===== config.mk =====
export PLATFORM = sky130hd
export DESIGN_NAME = dmem_arbiter_flat
export DESIGN_NICKNAME = d
export VERILOG_FILES = /design/src/rtl/dmem_arbiter_if.sv /design/src/rtl/dmem_arbiter.sv /design/src/flat_wrapper.sv
export SDC_FILE = /design/constraint.sdc
export NUM_CORES = 1
export LEC_CHECK = 0
export ABC_CLOCK_PERIOD_IN_PS = 1500
export CELL_PAD_IN_SITES_DETAIL_PLACEMENT = 1
export CELL_PAD_IN_SITES_GLOBAL_PLACEMENT = 2
export CORE_MARGIN = 4
export CORE_UTILIZATION = 18
export DETAILED_ROUTE_END_ITERATION = 10
export PLACE_DENSITY_LB_ADDON = 0.08
export SETUP_SLACK_MARGIN = 0.15
export SYNTH_ARGS = -nofsm -noshare
export SYNTH_HDL_FRONTEND = slang
export SYNTH_SLANG_ARGS = --single-unit

===== constraint.sdc =====
create_clock -name clk -period 1.5 [get_ports clk]
set_clock_uncertainty 0.1 [all_clocks]
set_input_delay 0.3 -clock clk [delete_from_list [all_inputs] [get_ports clk]]
set_output_delay 0.3 -clock clk [all_outputs]
set_load 0.005 [all_outputs]

===== src/rtl/dmem_arbiter_if.sv =====
// Bundle of both requester ports, the shared read-return bus and the memory strobe side
// of the data-memory arbiter.
interface dmem_arbiter_if #(
  parameter int ADDR_W = 4,
  parameter int DATA_W = 16
);
  logic              p0_req;
  logic              p0_we;
  logic [ADDR_W-1:0] p0_addr;
  logic [DATA_W-1:0] p0_wdata;
  logic              p0_gnt;
  logic              p0_rvalid;
  logic              p0_err;
  logic              p1_req;
  logic              p1_we;
  logic [ADDR_W-1:0] p1_addr;
  logic [DATA_W-1:0] p1_wdata;
  logic              p1_gnt;
  logic              p1_rvalid;
  logic              p1_err;
  logic [DATA_W-1:0] rdata;
  logic              busy;
  logic              mem_read;
  logic              mem_write;
  logic [ADDR_W-1:0] mem_rd_addr;
  logic [ADDR_W-1:0] mem_wr_addr;
  logic [DATA_W-1:0] mem_wdata;
  logic [DATA_W-1:0] mem_rdata;

  modport slave (
    input  p0_req, p0_we, p0_addr, p0_wdata,
    input  p1_req, p1_we, p1_addr, p1_wdata,
    input  mem_rdata,
    output p0_gnt, p0_rvalid, p0_err,
    output p1_gnt, p1_rvalid, p1_err,
    output rdata, busy,
    output mem_read, mem_write, mem_rd_addr, mem_wr_addr, mem_wdata
  );

  modport master (
    output p0_req, p0_we, p0_addr, p0_wdata,
    output p1_req, p1_we, p1_addr, p1_wdata,
    output mem_rdata,
    input  p0_gnt, p0_rvalid, p0_err,
    input  p1_gnt, p1_rvalid, p1_err,
    input  rdata, busy,
    input  mem_read, mem_write, mem_rd_addr, mem_wr_addr, mem_wdata
  );
endinterface


===== src/rtl/dmem_arbiter.sv =====
// Round-robin two-port arbiter in front of the byte-pair data memory: one access in
// flight, registered strobes, odd addresses rejected without touching memory.
module dmem_arbiter #(
  parameter int ADDR_W = 4,
  parameter int DATA_W = 16
) (
  input  logic           clk,
  input  logic           rst_n,
  dmem_arbiter_if.slave  bus
);
  typedef enum logic [1:0] {IDLE, ACCESS, RDATA, ERR} state_t;

  state_t            r_state;
  logic              r_last;
  logic              r_cur;
  logic              r_we;
  logic [1:0]        r_gnt;
  logic [1:0]        r_err;
  logic [1:0]        r_rvalid;
  logic              r_busy;
  logic              r_mem_read;
  logic              r_mem_write;
  logic [ADDR_W-1:0] r_rd_addr;
  logic [ADDR_W-1:0] r_wr_addr;
  logic [DATA_W-1:0] r_wdata;

  logic              w_any;
  logic              w_win;
  logic              w_we;
  logic [ADDR_W-1:0] w_addr;
  logic [DATA_W-1:0] w_wdata;

  // On a tie the port that did not win last time goes first.
  always_comb begin
    w_any = bus.p0_req | bus.p1_req;
    w_win = (bus.p0_req && bus.p1_req) ? ~r_last : ~bus.p0_req;
    w_we    = w_win ? bus.p1_we    : bus.p0_we;
    w_addr  = w_win ? bus.p1_addr  : bus.p0_addr;
    w_wdata = w_win ? bus.p1_wdata : bus.p0_wdata;
  end

  always_ff @(posedge clk) begin
    if (!rst_n) begin
      r_state     <= IDLE;
      r_last      <= 1'b1;
      r_cur       <= 1'b0;
      r_we        <= 1'b0;
      r_gnt       <= '0;
      r_err       <= '0;
      r_rvalid    <= '0;
      r_busy      <= 1'b0;
      r_mem_read  <= 1'b0;
      r_mem_write <= 1'b0;
      r_rd_addr   <= '0;
      r_wr_addr   <= '0;
      r_wdata     <= '0;
    end else begin
      r_gnt       <= '0;
      r_err       <= '0;
      r_rvalid    <= '0;
      r_mem_read  <= 1'b0;
      r_mem_write <= 1'b0;
      case (r_state)
        IDLE: begin
          if (w_any) begin
            r_last <= w_win;
            r_cur  <= w_win;
            r_we   <= w_we;
            r_busy <= 1'b1;
            if (w_addr[0]) begin
              r_state        <= ERR;
              r_err[w_win]   <= 1'b1;
            end else begin
              r_state        <= ACCESS;
              r_gnt[w_win]   <= 1'b1;
              if (w_we) begin
                r_mem_write <= 1'b1;
                r_wr_addr   <= w_addr;
                r_wdata     <= w_wdata;
              end else begin
                r_mem_read  <= 1'b1;
                r_rd_addr   <= w_addr;
              end
            end
          end
        end
        ACCESS: begin
          if (r_we) begin
            r_state <= IDLE;
            r_busy  <= 1'b0;
          end else begin
            r_state         <= RDATA;
            r_rvalid[r_cur] <= 1'b1;
          end
        end
        default: begin
          r_state <= IDLE;
          r_busy  <= 1'b0;
        end
      endcase
    end
  end

  assign bus.p0_gnt      = r_gnt[0];
  assign bus.p1_gnt      = r_gnt[1];
  assign bus.p0_err      = r_err[0];
  assign bus.p1_err      = r_err[1];
  assign bus.p0_rvalid   = r_rvalid[0];
  assign bus.p1_rvalid   = r_rvalid[1];
  assign bus.busy        = r_busy;
  assign bus.mem_read    = r_mem_read;
  assign bus.mem_write   = r_mem_write;
  assign bus.mem_rd_addr = r_rd_addr;
  assign bus.mem_wr_addr = r_wr_addr;
  assign bus.mem_wdata   = r_wdata;
  // Memory output is passed straight through, but only while a read return is flagged.
  assign bus.rdata       = (r_rvalid != 2'b00) ? bus.mem_rdata : '0;
endmodule

===== src/flat_wrapper.sv =====
// flat-port wrapper written by rule: the top's interface ports become plain ports
module dmem_arbiter_flat 
#(
  parameter int ADDR_W = 4,
  parameter int DATA_W = 16
)
  (clk, rst_n, bus_p0_req, bus_p0_we, bus_p0_addr, bus_p0_wdata, bus_p1_req, bus_p1_we, bus_p1_addr, bus_p1_wdata, bus_mem_rdata, bus_p0_gnt, bus_p0_rvalid, bus_p0_err, bus_p1_gnt, bus_p1_rvalid, bus_p1_err, bus_rdata, bus_busy, bus_mem_read, bus_mem_write, bus_mem_rd_addr, bus_mem_wr_addr, bus_mem_wdata);
  dmem_arbiter_if #(.ADDR_W(ADDR_W), .DATA_W(DATA_W)) bus_i ();
  input  logic clk;
  input  logic rst_n;
  input wire logic [$bits(bus_i.p0_req)-1:0] bus_p0_req;
  input wire logic [$bits(bus_i.p0_we)-1:0] bus_p0_we;
  input wire logic [$bits(bus_i.p0_addr)-1:0] bus_p0_addr;
  input wire logic [$bits(bus_i.p0_wdata)-1:0] bus_p0_wdata;
  input wire logic [$bits(bus_i.p1_req)-1:0] bus_p1_req;
  input wire logic [$bits(bus_i.p1_we)-1:0] bus_p1_we;
  input wire logic [$bits(bus_i.p1_addr)-1:0] bus_p1_addr;
  input wire logic [$bits(bus_i.p1_wdata)-1:0] bus_p1_wdata;
  input wire logic [$bits(bus_i.mem_rdata)-1:0] bus_mem_rdata;
  output wire logic [$bits(bus_i.p0_gnt)-1:0] bus_p0_gnt;
  output wire logic [$bits(bus_i.p0_rvalid)-1:0] bus_p0_rvalid;
  output wire logic [$bits(bus_i.p0_err)-1:0] bus_p0_err;
  output wire logic [$bits(bus_i.p1_gnt)-1:0] bus_p1_gnt;
  output wire logic [$bits(bus_i.p1_rvalid)-1:0] bus_p1_rvalid;
  output wire logic [$bits(bus_i.p1_err)-1:0] bus_p1_err;
  output wire logic [$bits(bus_i.rdata)-1:0] bus_rdata;
  output wire logic [$bits(bus_i.busy)-1:0] bus_busy;
  output wire logic [$bits(bus_i.mem_read)-1:0] bus_mem_read;
  output wire logic [$bits(bus_i.mem_write)-1:0] bus_mem_write;
  output wire logic [$bits(bus_i.mem_rd_addr)-1:0] bus_mem_rd_addr;
  output wire logic [$bits(bus_i.mem_wr_addr)-1:0] bus_mem_wr_addr;
  output wire logic [$bits(bus_i.mem_wdata)-1:0] bus_mem_wdata;
  assign bus_i.p0_req = bus_p0_req;
  assign bus_i.p0_we = bus_p0_we;
  assign bus_i.p0_addr = bus_p0_addr;
  assign bus_i.p0_wdata = bus_p0_wdata;
  assign bus_i.p1_req = bus_p1_req;
  assign bus_i.p1_we = bus_p1_we;
  assign bus_i.p1_addr = bus_p1_addr;
  assign bus_i.p1_wdata = bus_p1_wdata;
  assign bus_i.mem_rdata = bus_mem_rdata;
  assign bus_p0_gnt = bus_i.p0_gnt;
  assign bus_p0_rvalid = bus_i.p0_rvalid;
  assign bus_p0_err = bus_i.p0_err;
  assign bus_p1_gnt = bus_i.p1_gnt;
  assign bus_p1_rvalid = bus_i.p1_rvalid;
  assign bus_p1_err = bus_i.p1_err;
  assign bus_rdata = bus_i.rdata;
  assign bus_busy = bus_i.busy;
  assign bus_mem_read = bus_i.mem_read;
  assign bus_mem_write = bus_i.mem_write;
  assign bus_mem_rd_addr = bus_i.mem_rd_addr;
  assign bus_mem_wr_addr = bus_i.mem_wr_addr;
  assign bus_mem_wdata = bus_i.mem_wdata;
  dmem_arbiter #(.ADDR_W(ADDR_W), .DATA_W(DATA_W)) u_core (.clk(clk), .rst_n(rst_n), .bus(bus_i));
endmodule

# Word level (Yosys, flattened, before mapping)
# Index checks and enable logic that the tools add are counted.
dict set report op_classes {
  n_eq_ne 3
  bitwise_logic 9
  n_reduce_logical 12
  n_mux 18
  magnitude_cmp 4
}
# op count
set op_table {}
lappend op_table {{$mux W16} 2}
lappend op_table {{$reduce_and A4 Y1} 3}
lappend op_table {{$mux W1} 8}
lappend op_table {{$not A1 Y1} 8}
lappend op_table {{$mux W2} 3}
lappend op_table {{$lt A1 B2 Y1 const B} 2}
lappend op_table {{$mux W4} 1}
lappend op_table {{$ne A2 B1 Y1 const B} 2}
lappend op_table {{$pmux W2 S2} 1}
lappend op_table {{$reduce_and A2 Y1} 2}
lappend op_table {{$reduce_or A4 Y1} 1}
lappend op_table {{$logic_and A1 B1 Y1} 3}
lappend op_table {{$reduce_or A3 Y1} 1}
lappend op_table {{$demux W1 S1} 2}
lappend op_table {{$eq A2 B1 Y1 const B} 1}
lappend op_table {{$ge A1 B1 Y1 const B} 2}
lappend op_table {{$logic_not A2 Y1} 1}
lappend op_table {{$pmux W1 S2} 1}
lappend op_table {{$reduce_bool A2 Y1} 1}
lappend op_table {{$or A1 B1 Y1} 1}
dict set report word_totals {
  inputBits 62
  register_bits 36
  output_inout_bits 49
  word_cells 59
}

# Logic depth before layout (Yosys ltp)
# Gate-level depths: netlist of the first run.
dict set report logic_depth {
  word_depth 6
  depth_mapped 7
  depth_no_buf 4
}

# Least setup slack after synthesis of the first run
# No wires, ideal clock.
dict set report synth_timing {
  path_type {register -> register}
  startpoint {register u_core.r_last}
  endpoint {register u_core.r_wdata[0] (netlist: u_core.bus.mem_wdata[0])}
  stages_incl_launch_ff 8
  arrival_time_ps 1325
  required_time_ps 1328
  period_less_slack_ps 1497
  setup_slack_ps 3
  path_buffers 3
  path_cell_list {dfxtp_1 > nand2b_1 > buf_6 > and3_4 > o21bai_4 > buf_12 > buf_12 > mux2i_1}
}
dict set report synth_between {
  elab_chain_len 5
  elab_cells_between_ends 7
  cone_classes {4 x mux; 2 x bitwise; 1 x reduce/logical}
}
# element line_no
set synth_rtl {}
lappend synth_rtl {{start: declaration} dmem_arbiter.sv:14} ;# logic r_last;
lappend synth_rtl {{start signal: assignment} dmem_arbiter.sv:66} ;# r_last <= w_win;
lappend synth_rtl {{$not A1 Y1 (*)} dmem_arbiter.sv:36} ;# w_win = (bus.p0_req && bus.p1_req) ? ~r_last : ~bus.p0_req;
lappend synth_rtl {{$mux W1 (*)} dmem_arbiter.sv:36}
lappend synth_rtl {{$mux W4} dmem_arbiter.sv:38} ;# w_addr = w_win ? bus.p1_addr : bus.p0_addr;
lappend synth_rtl {{$not A1 Y1 (no line)} --}
lappend synth_rtl {{$reduce_and A4 Y1 (no line)} --}
lappend synth_rtl {{end signal: assignment} dmem_arbiter.sv:79} ;# r_wdata <= w_wdata;
lappend synth_rtl {{end: declaration} dmem_arbiter.sv:25} ;# logic [DATA_W-1:0] r_wdata;
# Every way passes the cells marked *; elsewhere a longest branch is shown, timed or not.
# A chain may end at the register's enable or synchronous reset.

# Worst setup path after layout of the first run
dict set report layout_timing {
  startpoint {register u_core.r_rvalid[0]}
  endpoint {output port bus_rdata[8]}
}
dict set report layout_between {
  elab_chain_len 2
}
# element line_no
set layout_rtl {}
lappend layout_rtl {{start: declaration} dmem_arbiter.sv:19} ;# logic [1:0] r_rvalid;
lappend layout_rtl {{start signal: assignment} dmem_arbiter.sv:50} ;# r_rvalid <= '0;
lappend layout_rtl {{start signal: assignment} dmem_arbiter.sv:60} ;# r_rvalid <= '0;
lappend layout_rtl {{start signal: indexed assignment} dmem_arbiter.sv:93} ;# r_rvalid[r_cur] <= 1'b1;
lappend layout_rtl {{$reduce_bool A2 Y1} dmem_arbiter.sv:117} ;# assign bus.rdata = (r_rvalid != 2'b00) ? bus.mem_rdata : '0;
lappend layout_rtl {{$mux W16} dmem_arbiter.sv:117}
lappend layout_rtl {{end: declaration} flat_wrapper.sv:26} ;# output wire logic [$bits(bus_i.rdata)-1:0] bus_rdata;
# Every way passes these cells.

==> results of run 1 <==
[cells in the mapped netlist (3+ instances only)]
cell	number	area share, %
nor2b_1	18	6.0
nand2b_1	3	1.0
a21oi_1	3	0.80
and3_1	19	6.3
a21boi_0	19	7.6
o21ai_0	20	5.3
mux2i_1	22	12
dfxtp_1	36	38
clkbuf_1	14	2.8
nand2_1	28	5.6
nor2_1	6	1.2
[worst reg2reg max path, cell delays in order, from the launching register on]
cell      delay [ns]
dfxtp_2         0.33
nand2b_4        0.19
and3_4          0.19
o21bai_4        0.16
buf_12          0.19
mux2i_1         0.21
[registers in the layout, indices dropped and copies added (netlist names)]
name / flops
u_core.bus.mem_read: 1
u_core.r_state: 2
u_core.bus.busy: 1
u_core.r_err: 2
u_core.bus.mem_rd_addr: 3
u_core.r_gnt: 2
u_core.r_last: 1
u_core.bus.mem_write: 1
u_core.bus.mem_wdata: 16
u_core.r_we: 1
u_core.r_cur: 1
u_core.bus.mem_wr_addr: 3
u_core.r_rvalid: 2
[cell type report]
type                    count  share of cell area [%]
repair buffers            140                    38.4
well taps                 136                    4.98
multi-input cells         161                    32.3
inverters                   2                   0.220
clock inverters             1                   0.220
flip-flops and latches     36                    21.4
clock buffers               7                    2.53
[what timing repair did]
action / CTS / global route
resized for setup: 122 / 11
endpoints found under the setup margin: 81 / 51
hold endpoints to repair: 0 / 0
setup buffers: 5 / 1
cloned: 1 / 1
pin swaps: 4 / 2
[power by group]
group	total (mW)	switching, mW	internal, mW
registers	1.05	0.0329	1.01
clock network	0.738	0.364	0.374
logic	0.682	0.263	0.420
total	2.47	0.660	1.81
[cell families after synthesis]
family                 count (synthesis)  share of synthesized area (%)
and+or+nand+nor                       82                           23.0
muxes                                 22                           11.7
buffers and inverters                 22                           6.99
other                                  1                          0.199
DFF                                   36                           38.3
AOI/OAI and AO/OA                     55                           19.8
[routing by layer]
metal,vias up,track usage (%)
met5,-,0
li1,1001,-
met2,75,16.7
met4,0,2.64
met3,5,3.84
met1,882,12.9
[final timing paths]
| kind | depth (start not counted) | endpoint | slack (ns) | startpoint |
|---|---|---|---|---|
| min reg2reg | 2 | u_core.bus.mem_wdata[0] | 0.36 | u_core.bus.mem_wdata[0] |
| min | 2 | u_core.bus.mem_wdata[0] | 0.36 | u_core.bus.mem_wdata[0] |
| max | 4 | bus_rdata[8] | -0.02 | u_core.r_rvalid[0] |
| max reg2reg | 5 | u_core.bus.mem_wdata[15] | 0.07 | u_core.r_last |
[stage by stage]
stage	std cells	instance area (um^2)	worst slack, ns	hold slack [ns]	util [%]
finish	483	3420	-0.0229	0.358	33.4
global placement	467	3280	-0.514	0.345	32.1
detailed placement	467	3280	-0.538	0.354	32.1
floorplan	219	1900	0.0683	0.279	-
global route	483	3420	-0.0862	0.379	33.4
CTS	481	3390	-0.0467	0.363	33.1
==> metrics.txt, run 1 <==
Fill cells 1,206; insertion delay to the later sink of the worst-skew pair between 0.2 and 0.3 ns; top routing layer in use met4; synthesized flop and latch total 36; WL met1 roughly 2800 um; total negative slack -0.166 ns; GRT Residual Overflow 0; number of enable flip-flop cells after synthesis 0; final net count about 410; commonest non-fill, non-tap cells in the layout clkdlybuf4s50_1 (56), dlygate4sd2_1 (33), dfxtp_1 (28), nand2_1 (27), mux2i_1 (22); standard-cell rows 37; Routed Antenna Nets 0; status finished with violations; DR vias/cell a little over 4; Clock Sinks 36; wire length on met2 between 2000 and 3000 um; clock transition at the registers of the reported paths 0.08 ns; asr flop ratio synth 0%; Worst Path Required approximately 1.1 ns; Total Routing Usage GR 10.3%; CP delay by family, top flip-flops; initial drt markers 38; final critical-path share of the clock period 102%; DR WL/cell between 10 and 15 um; layout cells sized above 1 23.1%; Post-DP HPWL approximately 4900 um; Syn Inst Count roughly 220; Pleak between 1.5 and 2 nW; Die X between 100 and 150 um; metal3 WL 655 um; # hold bufs at CTS 0; Final Power around 2.5 mW; unrepaired setup endpoints after global routing true; worst vdd ir between 200 and 300 uV; critical path, cell by cell nor2_4 > clkbuf_16 > nor2b_1 > buf_2; total number of H-tree levels 2; setup slack after layout -0.0229 ns; Mean Syn Cell Area 8.63 um^2; IO Count around 110; Worst Path Max Fanout 8; Yosys warnings 0; largest net degree at the start of global routing 24; CTS tree yes; synthesized area approximately 1900 um^2; Port-buffer cells around 110; crit path DAT between 1 and 1.5 ns; Clock Path Buffers 2; vias in the first global route around 1.9k; Hold Path Class reg2reg; diode count 0; Final setup viols 8; commonest non-fill, non-tap cell in the layout clkdlybuf4s50_1; pwr dens 722 nW/um^2; GPL Wtd Cong 0.658; WL final between 6000 and 7000 um; dominant synthesized flop cell dfxtp_1; core area between 10,000 and 15,000 um^2; Worst Setup Start Kind register; Netlist cell types 35; total die area 12,100 um^2; Seq/Total Area, Yosys 38.3%; register area approximately 730 um^2; Critical Path Slowest Stage Cell dfxtp_2; CP max stage delay ~0.34 ns; WS Path Type reg2out; total iterations of the first detailed-routing run 2; CTS root buffer clkbuf_8; Peak Freq 657 MHz; Die Span Y 110 um; CTS Buf Count 5; Initial Util 18.4%; Slew Limit Fails 0; Syn-to-layout area delta 81.7%; first-pass GRT wire length between 9000 and 10,000 um; vias about 2.0k; failing checks setup timing; Crit. End Element output pin; initial antenna violation count 0; CP Buf/Inv Count 2; Final min period approximately 1.5 ns; area of the multi-input gates between 1000 and 1500 um^2; Final Hold Fails 0; DRC 0; Max Cap Violations 0
Note: power is estimated with default switching activity, not from simulation.
==> run 2, diff against run 1 <==
--- a/config.mk
+++ b/config.mk
@@ -10,6 +10,7 @@
 export CELL_PAD_IN_SITES_GLOBAL_PLACEMENT = 2
 export CORE_MARGIN = 4
 export CORE_UTILIZATION = 18
+export CTS_BUF_LIST = sky130_fd_sc_hd__clkbuf_4 sky130_fd_sc_hd__clkbuf_8 sky130_fd_sc_hd__clkbuf_16
 export DETAILED_ROUTE_END_ITERATION = 10
 export PLACE_DENSITY_LB_ADDON = 0.08
 export SETUP_SLACK_MARGIN = 0.15
==> run 2 against run 1 <==
Die area unchanged. The flow still finishes with violations (setup timing). First-iteration DRC count unchanged. Total power up 1.9%. Sequential cell count stayed put.
==> metrics.txt, run 2 (synthesized netlist as in run 1, its figures left out) <==
vias 1,985; CTS Buf Count 5; Post-Layout Cell Count 487; Final min period approximately 1.5 ns; Port-buffer cells about 110; CTS root buffer clkbuf_8; Post-DP HPWL 4920 um; GRT Residual Overflow 0; worst hold endpoint u_core.bus.mem_wdata[0]; Worst Path Max Fanout 8; Die Span Y approximately 110 um; worst r2r path cells 5; Worst Path Required about 1.1 ns; Syn-to-layout area delta 85.8%; Hold Path Class reg2reg; final net count between 400 and 500; Worst Setup Start Kind register; initial antenna violation count 0; commonest non-fill, non-tap cell in the layout clkdlybuf4s50_1; Hold Path Origin u_core.bus.mem_wdata[0]; initial drt markers 38; total iterations of the first detailed-routing run 2; total die area 12,100 um^2; final critical-path share of the clock period 102%; DR vias/cell between 4 and 5; crit path DAT ~1.1 ns; FF-to-FF End u_core.bus.mem_wdata[15]; status finished with violations; WL final approximately 6700 um; pwr dens ~720 nW/um^2; Fill cells about 1.2k; Initial Util between 10% and 20%; commonest non-fill, non-tap cells in the layout clkdlybuf4s50_1 (56), dlygate4sd2_1 (32), dfxtp_1 (28), nand2_1 (27), mux2i_1 (22); Pleak around 1.7 nW; Total Routing Usage GR between 10% and 20%; first-pass GRT wire length 9970 um; Final Hold Fails 0; worst vdd ir 323 uV; total number of H-tree levels 2; flip-flop count of the largest register, all copies and words added 16; reg2reg setup slack approximately 0.040 ns; worst hold path depth 2; IO Count ~110; standard-cell rows 37; vias in the first global route ~2.0k; Slew Limit Fails 0; Final setup viols 8; Clock Sinks 36; sequential share of power around two fifths; unrepaired setup endpoints after global routing true; Crit. End Element output pin; diode count 0; Clock Path Buffers 2; Peak Freq 656 MHz; GPL Wtd Cong around 0.66; layout cells sized above 1 ~24%; setup slack after layout -0.0246 ns; pre-CTS setup slack -0.538 ns; Routed Antenna Nets 0; clock transition at the registers of the reported paths 0.08 ns; insertion delay to the later sink of the worst-skew pair 0.29 ns; Clock power frac about 30%; largest net degree at the start of global routing 24; internal power ~1.8 mW; Switching Fraction approximately a quarter; combinational share of power ~28%; worst r2r src u_core.r_last; total negative slack -0.179 ns; # hold bufs at CTS 0; Die X ~110 um; core area between 10,000 and 15,000 um^2; NetSw roughly 0.67 mW; CTS tree yes; DRC 0; Max Cap Violations 0; failing checks setup timing; dpl cells around 470; WS Path Type reg2out; DR WL/cell approximately 14 um
run 2: cell count changes in the layout (fill, tap and decap cells not counted), sizes merged:
cell	previous run	this run
dlygate4sd2	33	32
nand2b	3	4
buf	47	48
clkbuf	9	11
clkdlybuf4s15	2	3
run 2: worst max path at each step:
stage / start / end / slack, ns / cells after the start
2_1_floorplan: u_core.r_last / u_core.bus.mem_wdata[0] / 0.07 / 7
3_3_place_gp: bus_p1_req / u_core.bus.mem_rd_addr[1] / -0.51 / 6
3_5_place_dp: bus_p1_req / u_core.bus.mem_rd_addr[3] / -0.54 / 6
4_1_cts: u_core.r_rvalid[0] / bus_rdata[2] / -0.05 / 4
5_1_grt: u_core.r_rvalid[0] / bus_rdata[6] / -0.09 / 4
6_report: u_core.r_rvalid[0] / bus_rdata[8] / -0.02 / 4
run 2: per-layer routing:
| layer | up-vias | wire (um) | global-route usage, % |
|---|---|---|---|
| li1 | 1012 | - | - |
| met1 | 893 | 2910 | 13.1 |
| met2 | 75 | 3100 | 16.8 |
| met3 | 5 | 648 | 3.84 |
| met4 | 0 | 47 | 2.64 |
| met5 | - | 0 | 0 |
run 2: metrics by stage:
stage | utilization, % | area (um^2) | power [mW] | hold WS [ns]
6_report | 34.2 | 3490 | 2.51 | 0.358
5_1_grt | 34.2 | 3490 | 2.68 | 0.379
4_1_cts | 33.2 | 3400 | 2.54 | 0.363
3_5_place_dp | 32.1 | 3280 | 1.75 | 0.354
3_3_place_gp | 32.1 | 3280 | 1.75 | 0.345
2_1_floorplan | - | 1900 | 1.34 | 0.279
run 2: worst max-delay path, cell delays in order (launching register included):
cell,delay [ns]
dfxtp_2,0.34
nor2_4,0.17
clkbuf_16,0.17
nor2b_1,0.04
buf_2,0.12
run 2: area by class of cell:
| type | count | area, um^2 | area share (%) |
|---|---|---|---|
| clock buffer | 7 | 90.1 | 2.58 |
| clock inverter | 1 | 7.51 | 0.215 |
| inverter | 2 | 7.51 | 0.215 |
| multi-input combinational | 162 | 1120 | 32.0 |
| sequential | 36 | 731 | 20.9 |
| tap | 136 | 170 | 4.87 |
| timing repair buffer | 143 | 1370 | 39.2 |
run 2: repair_timing:
item,in CTS,in global routing
endpoints found under the setup margin,81,51
buffers inserted,6,1
gates cloned,1,4
hold endpoints to repair,0,0
pin swaps,4,2
gates resized for setup,122,13
run 2: power groups by stage:
stage	combinational [mW]	clock [mW]	sequential (mW)
final	0.707	0.758	1.05
after global routing	0.779	0.842	1.06
after CTS	0.687	0.809	1.05
after detailed placement	0.681	0	1.07
after global placement	0.680	0	1.07
after floorplan	0.276	0	1.07
==> run 3, diff against run 2 <==
--- a/config.mk
+++ b/config.mk
@@ -7,10 +7,11 @@
 export LEC_CHECK = 0
 export ABC_CLOCK_PERIOD_IN_PS = 1500
 export CELL_PAD_IN_SITES_DETAIL_PLACEMENT = 1
-export CELL_PAD_IN_SITES_GLOBAL_PLACEMENT = 2
+export CELL_PAD_IN_SITES_GLOBAL_PLACEMENT = 1
 export CORE_MARGIN = 4
-export CORE_UTILIZATION = 18
+export CORE_UTILIZATION = 24
 export CTS_BUF_LIST = sky130_fd_sc_hd__clkbuf_4 sky130_fd_sc_hd__clkbuf_8 sky130_fd_sc_hd__clkbuf_16
+export CTS_CLUSTER_DIAMETER = 30
 export DETAILED_ROUTE_END_ITERATION = 10
 export PLACE_DENSITY_LB_ADDON = 0.08
 export SETUP_SLACK_MARGIN = 0.15
==> run 3 against run 2 <==
Non-clock buffer count grew 2. Register-to-register slack lost 0.06 ns. Combinational power is essentially flat. Sequential cell count is the same. Total power shrank 0.37%. Count of clock-buffer cells in the layout grew 1. Utilization grew 10 points. The run still ends with setup timing left. Largest power group unchanged. Design area shrank 2.0%. Critical path depth grew 3.
==> metrics.txt, run 3 (synthesized netlist as in run 1, its figures left out) <==
standard-cell rows 32; GRT Residual Overflow 0; initial antenna violation count 0; total negative slack -0.408 ns; DR WL/cell ~14 um; Core Util, Final 44.6%; Final setup viols 22; dpl cells roughly 440; Final Hold Fails 0; Max Cap Violations 0; commonest non-fill, non-tap cells in the layout clkdlybuf4s50_1 (57), dlygate4sd2_1 (31), dfxtp_1 (31), nand2_1 (27), buf_4 (23); Worst Path Required 1.57 ns; flip-flop count of the largest register, all copies and words added 16; layout cells sized above 1 between 20% and 30%; DR vias/cell approximately 4.4; pwr dens approximately 730 nW/um^2; DP Area 3190 um^2; Die Span Y 96.5 um; crit path DAT around 1.6 ns; Initial Util roughly 24%; CTS Buf Count 5; vias in the first global route just under 2k; CP Buf/Inv Count 3; Crit. End Element register; critical path, cell by cell nand2b_4 > buf_6 > a21oi_4 > o21bai_4 > buf_6 > buf_12 > mux2i_1; Die X between 90 and 100 um; total iterations of the first detailed-routing run 2; Critical Path Slowest Stage Cell dfxtp_4; first-pass GRT wire length 9680 um; Port-buffer cells around 110; vias slightly above 2k; largest net degree at the start of global routing 23; Total Routing Usage GR 13.3%; Slew Limit Fails 0; Clock Sinks 36; commonest non-fill, non-tap cell in the layout clkdlybuf4s50_1; setup slack after layout -0.0237 ns; diode count 0; Hold Path Class in2reg; worst vdd ir roughly 300 uV; final critical-path share of the clock period 102%; Peak Freq 656 MHz; total number of H-tree levels 2; Final Power around 2.5 mW; CP max stage delay approximately 0.36 ns; final instance area around 3400 um^2; status finished with violations; CTS tree yes; CTS root buffer clkbuf_8; WS Path Type reg2reg; clock transition at the registers of the reported paths ~0.07 ns; final net count about 410; GPL Wtd Cong ~0.70; Fill cells 919; Syn-to-layout area delta 82.2%; Worst Path Max Fanout 7; Pleak 1.67 nW; CP delay by family, top buffers and inverters; WL final ~6300 um; Worst Setup Start Kind register; insertion delay to the later sink of the worst-skew pair between 0.2 and 0.3 ns; Clock Path Buffers 2; total die area approximately 9300 um^2; failing checks setup timing; initial drt markers 56; IO Count 111; Routed Antenna Nets 0; unrepaired setup endpoints after global routing true; DRC 0; Post-Layout Cell Count roughly 460; Final min period 1.52 ns; Post-DP HPWL roughly 4700 um; core area 7690 um^2; crit-path most repeated cell buf_6
-- run 3: cell type report --
cell class | count | area [um^2] | area share, %
clock buffers | 8 | 97.6 | 2.85
inverters | 2 | 7.51 | 0.219
multi-input cells | 162 | 1120 | 32.8
flip-flops and latches | 36 | 729 | 21.3
well taps | 102 | 128 | 3.73
repair buffers | 145 | 1340 | 39.1
-- run 3: routing by layer --
metal	vias to the layer above	share of wire, %	track usage, %
met5	-	0	0
met4	0	1.0	3.86
met3	6	9.5	3.72
met2	77	45	21.9
met1	906	45	16.9
li1	1024	-	-
-- run 3: path summary, 6_finish.rpt --
kind	startpoint	end	slack (ns)	cells past startpoint
worst max-delay path	u_core.r_last	u_core.bus.mem_wdata[8]	-0.02	7
worst max register to register	u_core.r_last	u_core.bus.mem_wdata[8]	-0.02	7
worst min-delay path	rst_n	u_core.bus.mem_rd_addr[3]	0.34	3
worst min register to register	u_core.r_cur	u_core.r_rvalid[0]	0.35	1
-- run 3: through the flow --
step	hold WS, ns	setup WS, ns
after floorplan	0.279	0.0683
after global placement	0.346	-0.527
after detailed placement	0.348	-0.519
after CTS	0.320	-0.0490
after global routing	0.360	-0.108
final	0.343	-0.0237
-- run 3: power breakdown --
| part | total (mW) | switching (mW) | internal [mW] |
|---|---|---|---|
| logic | 0.706 | 0.270 | 0.436 |
| registers | 1.05 | 0.0334 | 1.01 |
| clock network | 0.752 | 0.341 | 0.411 |
-- run 3: tightest hold or removal path: cells and delay by family --
kind | cells | cell delay [ns]
mux | 1 | 0.06
buf+inv | 1 | 0.21
simple gates | 1 | 0.11
-- run 3: repair_timing --
| item | 4_1_cts | 5_1_grt |
|---|---|---|
| setup endpoints to repair | 81 | 44 |
| hold buffers | 0 | 0 |
| gates cloned | 3 | 0 |
| buffers inserted | 8 | 0 |
| resized for setup | 138 | 4 |
| pin swaps | 7 | 2 |
